### src/rtl/approx_mult_pipe_pkg.sv
// Shared definitions for the approximate multiplier: mode encoding, the
// partial-product keep rule and a bit-level reference product.
package approx_mult_pkg;

    localparam logic MODE_EXACT  = 1'b0;
    localparam logic MODE_APPROX = 1'b1;

    // A partial-product bit x[i]&y[j] survives approximation when it sits in an
    // exact (upper) row or lands at or above the truncation column.
    function automatic logic keep_bit(input int i, input int j, input int l, input int trunc);
        return (i >= l) || ((i + j) >= trunc);
    endfunction

    // Bit-by-bit product in either mode, reduced modulo 2^(2w). Widths up to 16.
    function automatic logic [31:0] approx_product(input logic [15:0] x, input logic [15:0] y,
                                                   input logic mode, input int w, input int l,
                                                   input int trunc, input logic [31:0] comp);
        logic [31:0] acc;
        acc = '0;
        for (int i = 0; i < w; i++) begin
            for (int j = 0; j < w; j++) begin
                if (x[i] && y[j] && (mode == MODE_EXACT || keep_bit(i, j, l, trunc))) begin
                    acc = acc + (32'd1 << (i + j));
                end
            end
        end
        if (mode == MODE_APPROX) begin
            acc = acc + comp;
        end
        if (w < 16) begin
            acc = acc & ((32'd1 << (2 * w)) - 32'd1);
        end
        return acc;
    endfunction

endpackage

### src/rtl/approx_mult_pipe_lowpart.sv
// Sum of the low L partial-product rows, with columns below TRUNC masked off
// in approximate mode.
module approx_lowpart
    import approx_mult_pkg::*;
#(
    parameter int W = 8,
    parameter int L = 4,
    parameter int TRUNC = 6,
    localparam int LW = (L == 0) ? 1 : L
) (
    input  logic [LW-1:0]  x,
    input  logic [W-1:0]   y,
    input  logic           mode,
    output logic [2*W-1:0] lo
);

    logic [2*W-1:0] row;

    // Accumulate each low row, shifted to its weight; the mask is constant per row/column.
    always_comb begin
        lo  = '0;
        row = '0;
        for (int i = 0; i < L; i++) begin
            row = '0;
            for (int j = 0; j < W; j++) begin
                if (mode == MODE_EXACT || keep_bit(i, j, L, TRUNC)) begin
                    row[j] = y[j];
                end
            end
            if (x[i]) begin
                lo = lo + (row << i);
            end
        end
    end

endmodule

### src/rtl/approx_mult_pipe.sv
// Two-stage pipelined W x W multiplier with per-transaction exact/approximate
// mode, valid/ready on both sides, and a saturating approximate-result counter.
//
// Handshake: a transfer happens on a rising edge where valid && ready. valid,
// once raised, holds with its data until the transfer; in_ready does not look
// at in_valid. Stage 1 holds the upper-row product and the low-row sum; the
// output stage holds the final sum.
module approx_mult_pipe
    import approx_mult_pkg::*;
#(
    parameter int W = 8,
    parameter int L = 4,
    parameter int TRUNC = 6,
    parameter logic [2*W-1:0] COMP = '0,
    parameter int CW = 16
) (
    input  logic           clk,
    input  logic           rst,
    input  logic           in_valid,
    output logic           in_ready,
    input  logic [W-1:0]   in_x,
    input  logic [W-1:0]   in_y,
    input  logic           in_mode,
    output logic           out_valid,
    input  logic           out_ready,
    output logic [2*W-1:0] out_z,
    output logic           out_mode,
    output logic [CW-1:0]  approx_count
);

    localparam int HW = 2 * W - L;
    localparam int LW = (L == 0) ? 1 : L;

    if (W < 2 || W > 16 || L > W || TRUNC > 2 * W - 2) begin : g_param_check
        $fatal(1, "approx_mult_pipe: illegal parameters W=%0d L=%0d TRUNC=%0d", W, L, TRUNC);
    end

    logic           s1_valid;
    logic [HW-1:0]  s1_hi;
    logic [2*W-1:0] s1_lo;
    logic           s1_mode;

    logic           out_load;
    logic [2*W-1:0] x_hi;
    logic [2*W-1:0] hi_prod;
    logic [2*W-1:0] lo_next;
    logic [2*W-1:0] hi_ext;
    logic [2*W-1:0] z_next;

    // Output stage may take new data when empty or being drained this cycle.
    assign out_load = !out_valid || out_ready;
    assign in_ready = !s1_valid || out_load;

    // Upper rows are always exact: y times the multiplier bits above L.
    assign x_hi    = {{W{1'b0}}, in_x} >> L;
    assign hi_prod = x_hi * {{W{1'b0}}, in_y};

    approx_lowpart #(
        .W     (W),
        .L     (L),
        .TRUNC (TRUNC)
    ) u_lowpart (
        .x    (in_x[LW-1:0]),
        .y    (in_y),
        .mode (in_mode),
        .lo   (lo_next)
    );

    // Recombine the two halves and add compensation for approximate results.
    assign hi_ext = (2 * W)'(s1_hi) << L;
    assign z_next = hi_ext + s1_lo + ((s1_mode == MODE_APPROX) ? COMP : '0);

    // Stage 1: capture operands' partial results whenever it can advance.
    always_ff @(posedge clk) begin
        if (rst) begin
            s1_valid <= 1'b0;
            s1_hi    <= '0;
            s1_lo    <= '0;
            s1_mode  <= MODE_EXACT;
        end else if (in_ready) begin
            s1_valid <= in_valid;
            if (in_valid) begin
                s1_hi   <= hi_prod[HW-1:0];
                s1_lo   <= lo_next;
                s1_mode <= in_mode;
            end
        end
    end

    // Output stage: take the stage-1 result, or empty out as a bubble.
    always_ff @(posedge clk) begin
        if (rst) begin
            out_valid <= 1'b0;
            out_z     <= '0;
            out_mode  <= MODE_EXACT;
        end else if (out_load) begin
            out_valid <= s1_valid;
            if (s1_valid) begin
                out_z    <= z_next;
                out_mode <= s1_mode;
            end
        end
    end

    // Count approximate results as they leave, holding at the maximum.
    always_ff @(posedge clk) begin
        if (rst) begin
            approx_count <= '0;
        end else if (out_valid && out_ready && out_mode == MODE_APPROX
                     && approx_count != {CW{1'b1}}) begin
            approx_count <= approx_count + 1'b1;
        end
    end

endmodule
### config.mk
export PLATFORM = sky130hd
export DESIGN_NAME = approx_mult_pipe
export DESIGN_NICKNAME = d
export VERILOG_FILES = /design/src/rtl/approx_mult_pipe_pkg.sv /design/src/rtl/approx_mult_pipe_lowpart.sv /design/src/rtl/approx_mult_pipe.sv
export SDC_FILE = /design/constraint.sdc
export NUM_CORES = 1
export LEC_CHECK = 0
export CORE_MARGIN = 2
export CORE_UTILIZATION = 52
export DETAILED_ROUTE_END_ITERATION = 7
export PLACE_DENSITY = 0.77
export SYNTH_ARGS = -nofsm -noshare
export SYNTH_HDL_FRONTEND = slang
export SYNTH_SLANG_ARGS = --single-unit
### constraint.sdc
create_clock -name clk -period 5.23 [get_ports clk]
set_input_delay 1.3075 -clock clk [delete_from_list [all_inputs] [get_ports clk]]
set_output_delay 1.3075 -clock clk [all_outputs]
set_load 0.03 [all_outputs]
==> results.txt <==
Status = finished, final reports clean
WHS = 0.4605 ns
Finished Core Util = 0.7202
Skew-Pair Late Insertion Delay = 0.33 ns
Core area = 0.009328 sq mm
Root Buffer = clkbuf_8
Global Route Usage Sum = 0.2623
Yosys top cell by area = dfxtp_1
P_leak = 2.919 nW
Hold Crit Depth = 2
Final hold vios = 0
DRC = 0
HPWL Detailed = 10420 um
Worst path slowest cell = o32a_1
Flop2flop setup slack = 3.02 ns
Hold Path Class = reg2reg
VDD IR max = 0.0001275 V
Crit path DAT = 5.31 ns
Fmax = 195.6 MHz
H-tree depth = 3
Share of layout cells above drive strength 1 = 0.2079
Setup-failing EPs final = 0
Critical Path Start Type = input port
Worst Setup End Kind = register
FF-to-FF End = out_z[14]
Clk_skew = 0.006607 ns
Share of the synthesized area in the top cell type = 0.2378
Clock transition at the registers of the reported paths = 0.06 ns
Post-synthesis async set-or-reset flop share = 0
Netlist Area Pre-Place = 0.005051 sq mm
Final Non-Filler Cells = 884
Max incr delay on CP = 0.41 ns
Total grt overflow = 0
Synth Area per Inst = 8.056 sq um
DR iter-0 viols = 257
Reg2reg start = s1_lo[4]
Setup Total Neg Slack = 0 ns
Die ar. = 0.01052 sq mm
Routed len/inst = 15.60 um
Vias in the first global route = 4730
Power Total = 1.469 mW
Slew headroom = 0.3163
Largest net degree at the start of global routing = 57
Chip height = 102.6 um
CP dominant cell by count = ha_4
Worst hold path endpoint = out_z[0]
Clock buffer count from CTS = 9
Routed vias/inst = 5.666
Vias = 5009
Max-cap violations = 0
Row count = 35
Area grow syn2layout = 32.99%
Max FO, Critical Path = 6
Detail Route Antenna Nets = 0
TritonCTS clock tree = built
Port Buffers = 55
Min-delay src = out_z[0]
Slew @ Worst Pin = 1.023 ns
N_diodes = 0
Post-Syn Instances = 627
Critical Path RT = 5.43 ns
Max Slew Vio Count = 0
Flops & latches, synth = 60
Sink Count = 60
Die X = 102.6 um
Antenna violations before repair = 0
Main area contributors after synthesis = dfxtp_1 24%, ha_1 12%, fa_1 6.3%
CP Cell Sequence = dlygate4sd2_1 > nor2b_4 > and2_4 > ha_4 > fa_2 > a21oi_4 > a211oi_2 > and3b_1 > o32a_1 > ha_4 > nand4_1 > a31o_2 > and3_1 > or3_4 > ha_4 > a21oi_4 > o22ai_1 > a221oi_1 > a31oi_1
Routed wire length = 13790 um
I/O pins = 56
Cell Pwr Density = 218.6 mW/mm^2
# nets final = 837
Post-synth cell types = 68
Clock buffer depth = 2
Placed Cells incl. Taps = 855
Post-synthesis sequential area ratio = 0.2378
YS warnings = 0
Syn_nets = 714
First-pass GRT wire length = 21960 um
Final period utilization = 0.9774
Number of synthesized flops with an enable pin = 0
DRT Pass-1 Iters = 8
Top flip-flop cell by instance count after synthesis = dfxtp_1
Crit path kind = in2reg
RePlAce Congestion = 0.9396
Tmin final = 5.112 ns
Starting Density = 0.5415
FF-to-FF path depth = 9
cells in the mapped netlist (2+ instances only):
cell type and n:
nand2_1 76, dfxtp_1 60, a21oi_1 58, ha_1 50, nor2_1 47, inv_1 30
and2_1 26, o21ai_0 26, nand3_1 22, xnor2_1 19, xor2_1 19, clkbuf_1 18
fa_1 16, nor3_1 13, a211oi_1 12, nand2b_1 11, and3_1 10, nand4_1 10
nor2b_1 9, a21o_1 7, a31oi_1 7, o21a_1 5, o31ai_1 5, mux2_2 4
o211ai_1 4, a211oi_2 3, and4_1 3, buf_1 3, buf_2 3, mux2i_1 3
nand3b_1 3, a32oi_1 2, and3b_1 2, buf_4 2, o21ai_1 2, o22ai_1 2
o31a_1 2, o41ai_1 2, or3_1 2
per-layer routing:
metal  wire, um  vias to the layer above  track usage
met5          0                        -            0
met4        395                        0       0.1005
met3        685                       33      0.02915
met2       6998                      166       0.4671
met1       5715                     2346       0.3252
li1           -                     2464            -
area by class of cell:
| type | count | area [sq um] |
|---|---|---|
| Multi-Input combinational cell | 509 | 3889 |
| Clock inverter | 2 | 10.01 |
| Timing Repair Buffer | 139 | 1187 |
| Clock buffer | 14 | 152.6 |
| Tap cell | 129 | 161.4 |
| Inverter | 31 | 116.4 |
| Fill cell | 712 | 2610 |
| Sequential cell | 60 | 1201 |
repair_timing:
item / in CTS / in global routing
pin swaps: 28 / 20
hold buffers: 0 / 0
gates cloned: 0 / 0
setup endpoints to repair: 7 / 5
buffers inserted: 6 / 7
resized for setup: 39 / 22
worst max-delay path: cells and delay by family:
kind,cells,cell delay [ns]
AND/OR/NAND/NOR,6,1.10
AO/OA/AOI/OAI,8,1.54
adder cells (fa/ha/maj),4,1.10
buffers and inverters,1,0.24
cells in the final DEF, fill, tap and decap left out, types with 3 or more instances in the layout:
cell and instances:
nor3_1 13, a211oi_1 11, and4_1 3, a21oi_2 5, xor2_1 19, inv_1 30, a31oi_1 6, o21ai_1 5
buf_4 82, nor2b_1 5, o31ai_1 5, clkdlybuf4s50_1 46, nand4_1 10, dlymetal6s2s_1 5, nor2_1 47, o21a_1 5
and3_1 8, nand2_1 76, a211oi_2 4, and2_4 5, mux2i_1 3, o21ai_0 22, a21oi_4 4, and2_1 21
clkbuf_1 4, nand3b_1 3, o211ai_1 4, ha_4 9, clkbuf_8 10, a21o_1 7, nand2b_1 11, ha_1 40
a21oi_1 51, nor2b_4 4, dfxtp_1 60, fa_1 14, xnor2_1 18, nand3_1 21
kinds of logic after synthesis:
group           share of synthesized area
fa+ha+maj                          0.1873
xor+xnor                          0.06589
simple gates                       0.2455
compound gates                     0.2019
flops                              0.2378
buf+inv                           0.04681
mux                               0.01486
flip-flops by register name, indices dropped and copies added (netlist names):
signal	cells
s1_mode	1
out_mode	1
out_z	16
approx_count	16
s1_valid	1
s1_lo	12
out_valid	1
s1_hi	12
power breakdown:
group / leakage [nW] / total, mW / switching (mW) / internal [mW]
sequential: 0.489 / 0.508 / 0.0215 / 0.486
clock: 0.0844 / 0.345 / 0.162 / 0.184
combinational: 2.35 / 0.615 / 0.321 / 0.295
through the flow:
stage	setup WS (ns)	cell area, sq um
5_1_grt	-0.02571	6718
4_1_cts	0.01813	6596
2_1_floorplan	-0.04343	5104
3_3_place_gp	-0.6085	6220
3_5_place_dp	-0.7430	6220
6_report	0.1184	6718
worst max-delay path by stage:
stage                     end  startpoint  depth (start not counted)  slack (ns)
detailed placement  s1_lo[10]     in_mode                         21       -0.74
floorplan            s1_lo[9]     in_mode                         19       -0.04
global placement     s1_lo[9]     in_mode                         19       -0.61
CTS                  s1_lo[9]     in_y[0]                         18        0.02
finish               s1_lo[9]     in_y[1]                         19        0.12
global route         s1_lo[9]     in_y[1]                         19       -0.03
(Power assumes the default switching activity.)
==> RTL change (same flow settings) <==
Make the reset (`rst`) asynchronous in 3 clocked blocks.
--- a/src/rtl/approx_mult_pipe.sv
+++ b/src/rtl/approx_mult_pipe.sv
@@ -71,7 +71,7 @@
     assign z_next = hi_ext + s1_lo + ((s1_mode == MODE_APPROX) ? COMP : '0);
 
     // Stage 1: capture operands' partial results whenever it can advance.
-    always_ff @(posedge clk) begin
+    always_ff @(posedge clk or posedge rst) begin
         if (rst) begin
             s1_valid <= 1'b0;
             s1_hi    <= '0;
@@ -88,7 +88,7 @@
     end
 
     // Output stage: take the stage-1 result, or empty out as a bubble.
-    always_ff @(posedge clk) begin
+    always_ff @(posedge clk or posedge rst) begin
         if (rst) begin
             out_valid <= 1'b0;
             out_z     <= '0;
@@ -103,7 +103,7 @@
     end
 
     // Count approximate results as they leave, holding at the maximum.
-    always_ff @(posedge clk) begin
+    always_ff @(posedge clk or posedge rst) begin
         if (rst) begin
             approx_count <= '0;
         end else if (out_valid && out_ready && out_mode == MODE_APPROX
Function: differs if rst is asserted again (counterexample within 4 cycles, from zero or initial values and one cycle with rst high); with rst held inactive, the same outputs for 4 cycles.
==> RTL change against the unedited design <==
The run now ends with negative setup slack left. Critical path depth increased by 3. Combinational power increased by 74%. Sequential power increased by 33%. Synthesized area decreased by 1.6%. First-iteration DRC count decreased by 22%. Worst setup slack got worse by 0.31 ns. Cell area increased by 1.8%. Total power increased by 51%. Hold slack improved by 0.019 ns. Sequential cell count unchanged. Die area decreased by 1.5%. Count of clock-buffer cells in the layout decreased by 3. Wire length decreased by 11%. Critical path type unchanged. Highest routed layer unchanged.
==> RTL change: results (changes against the unedited design) <==
\begin{tabular}{lr}
\hline
Metric & Value \\
\hline
\multicolumn{2}{l}{\textbf{Critical path}} \\
Largest fanout of any net on the critical path & 4 (-2) \\
Slowest cell on the critical path & fa\_2 \\
Beginning of the worst register-to-register path & s1\_hi[0] \\
Worst setup path endpoint & s1\_lo[10] \\
Data arrival time of the critical path & 5.67 ns (+0.36 ns) \\
Cells on worst reg2reg path & 12 (+3) \\
Setup slack of the most critical reg-to-reg path & 2.62 ns (-0.40 ns) \\
\multicolumn{2}{l}{\textbf{Route}} \\
Total vias in the final route & 4416 (-12\%) \\
DR iter-0 viols & 201 (-22\%) \\
\multicolumn{2}{l}{\textbf{Power}} \\
Largest vdd supply drop & 0.000194 V (+52\%) \\
Power Density & 324 nW/um\^{}2 (+48\%) \\
Clock network power consumption & 466 uW (+35\%) \\
P\_leak & 3.18 nW (+8.8\%) \\
Power attributed to combinational cells & 1.07 mW (+74\%) \\
\multicolumn{2}{l}{\textbf{Finish}} \\
NumNets Final & 764 (-8.7\%) \\
Share of layout cells above drive strength 1 & 27.2\% (+6.4 points) \\
Non-Filler Instances & 812 (-8.1\%) \\
\multicolumn{2}{l}{\textbf{Global route}} \\
Maximum number of pins on one net before global-route repair & 40 (-30\%) \\
Combined global-route utilization of all metal layers & 23.8\% (-2.4 points) \\
Via count of the first global-routing pass & 4322 (-8.6\%) \\
Wire length of the first global-routing pass & 19.7 mm (-10\%) \\
\multicolumn{2}{l}{\textbf{Status}} \\
Failing checks & negative setup slack \\
Outcome & finished with violations \\
\multicolumn{2}{l}{\textbf{Logic synthesis}} \\
Synth cell types & 63 (-7.4\%) \\
Post-synthesis cell count & 550 (-12\%) \\
Sequential share of the synthesized area & 30.2\% (+6.4 points) \\
Top cells by area in the synthesized netlist & dfrtp\_1 30\%, ha\_1 12\%, nand2\_1 7.1\% \\
Share of flip-flops with an asynchronous set or reset & 100\% (+100 points) \\
Nets in the synthesized netlist & 635 (-11\%) \\
\multicolumn{2}{l}{\textbf{Place}} \\
DP HPWL & 9.07 mm (-13\%) \\
Number of cells after detailed placement & 780 (-8.8\%) \\
Minimum setup slack after placement & -0.931 ns (-0.188 ns) \\
\multicolumn{2}{l}{\textbf{CTS}} \\
Setup fix buffers added after clock tree synthesis & 11 (+5) \\
Number of gates resized after cts & 46 (+18\%) \\
\multicolumn{2}{l}{\textbf{STA}} \\
Final worst slack & -0.193 ns (-0.312 ns) \\
Tightest slew margin relative to the limit & 42.1\% (+11 points) \\
Final setup violation count & 5 (+5) \\
\hline
\end{tabular}
## RTL change: worst min-delay path by stage
| stage | from | end | slack, ns | cells past startpoint |
|---|---|---|---|---|
| finish | s1_hi[2] | s1_hi[2] | 0.48 | 2 |
| global route | out_z[6] | out_z[6] | 0.51 | 2 |
| CTS | s1_hi[2] | s1_hi[2] | 0.48 | 2 |
| detailed placement | s1_hi[2] | s1_hi[2] | 0.47 | 2 |
| global placement | s1_mode | s1_mode | 0.46 | 2 |
| floorplan | s1_lo[0] | s1_lo[0] | 0.43 | 2 |
## RTL change: stage by stage
step           cell area [sq um]  setup TNS (ns)  hold WS [ns]
3_5_place_dp                6220           -5.55         0.469
5_1_grt                     6840           -1.46         0.511
4_1_cts                     6620         -0.0806         0.484
2_1_floorplan               5170          -0.703         0.435
3_3_place_gp                6220           -4.55         0.457
6_report                    6840          -0.575         0.480
## RTL change: per-layer routing
metal	vias to the layer above	track usage [%]
li1	2158	-
met1	2134	29.8
met2	101	42.4
met3	23	2.28
met4	0	9.04
met5	-	0
## RTL change: cell type report
cell class | count | area, sq um
clock buffer | 11 | 151
timing repair buffer | 130 | 1120
tap | 129 | 161
sequential | 60 | 1500
multi-input combinational | 440 | 3680
inverter | 38 | 143
clock inverter | 4 | 72.6
fill | 634 | 2400
## RTL change: kinds of logic (layout without fill, tap and decap cells)
logic type / Yosys count / in the layout / synth area share, %
flip-flops: 60 / 60 / 30.2
multiplexers: 19 / 19 / 4.20
buffers and inverters: 50 / 183 / 4.51
AND/OR/NAND/NOR: 196 / 196 / 19.3
adder cells (fa/ha/maj): 66 / 66 / 19.0
AO/OA/AOI/OAI: 117 / 117 / 15.4
XOR/XNOR: 42 / 42 / 7.40
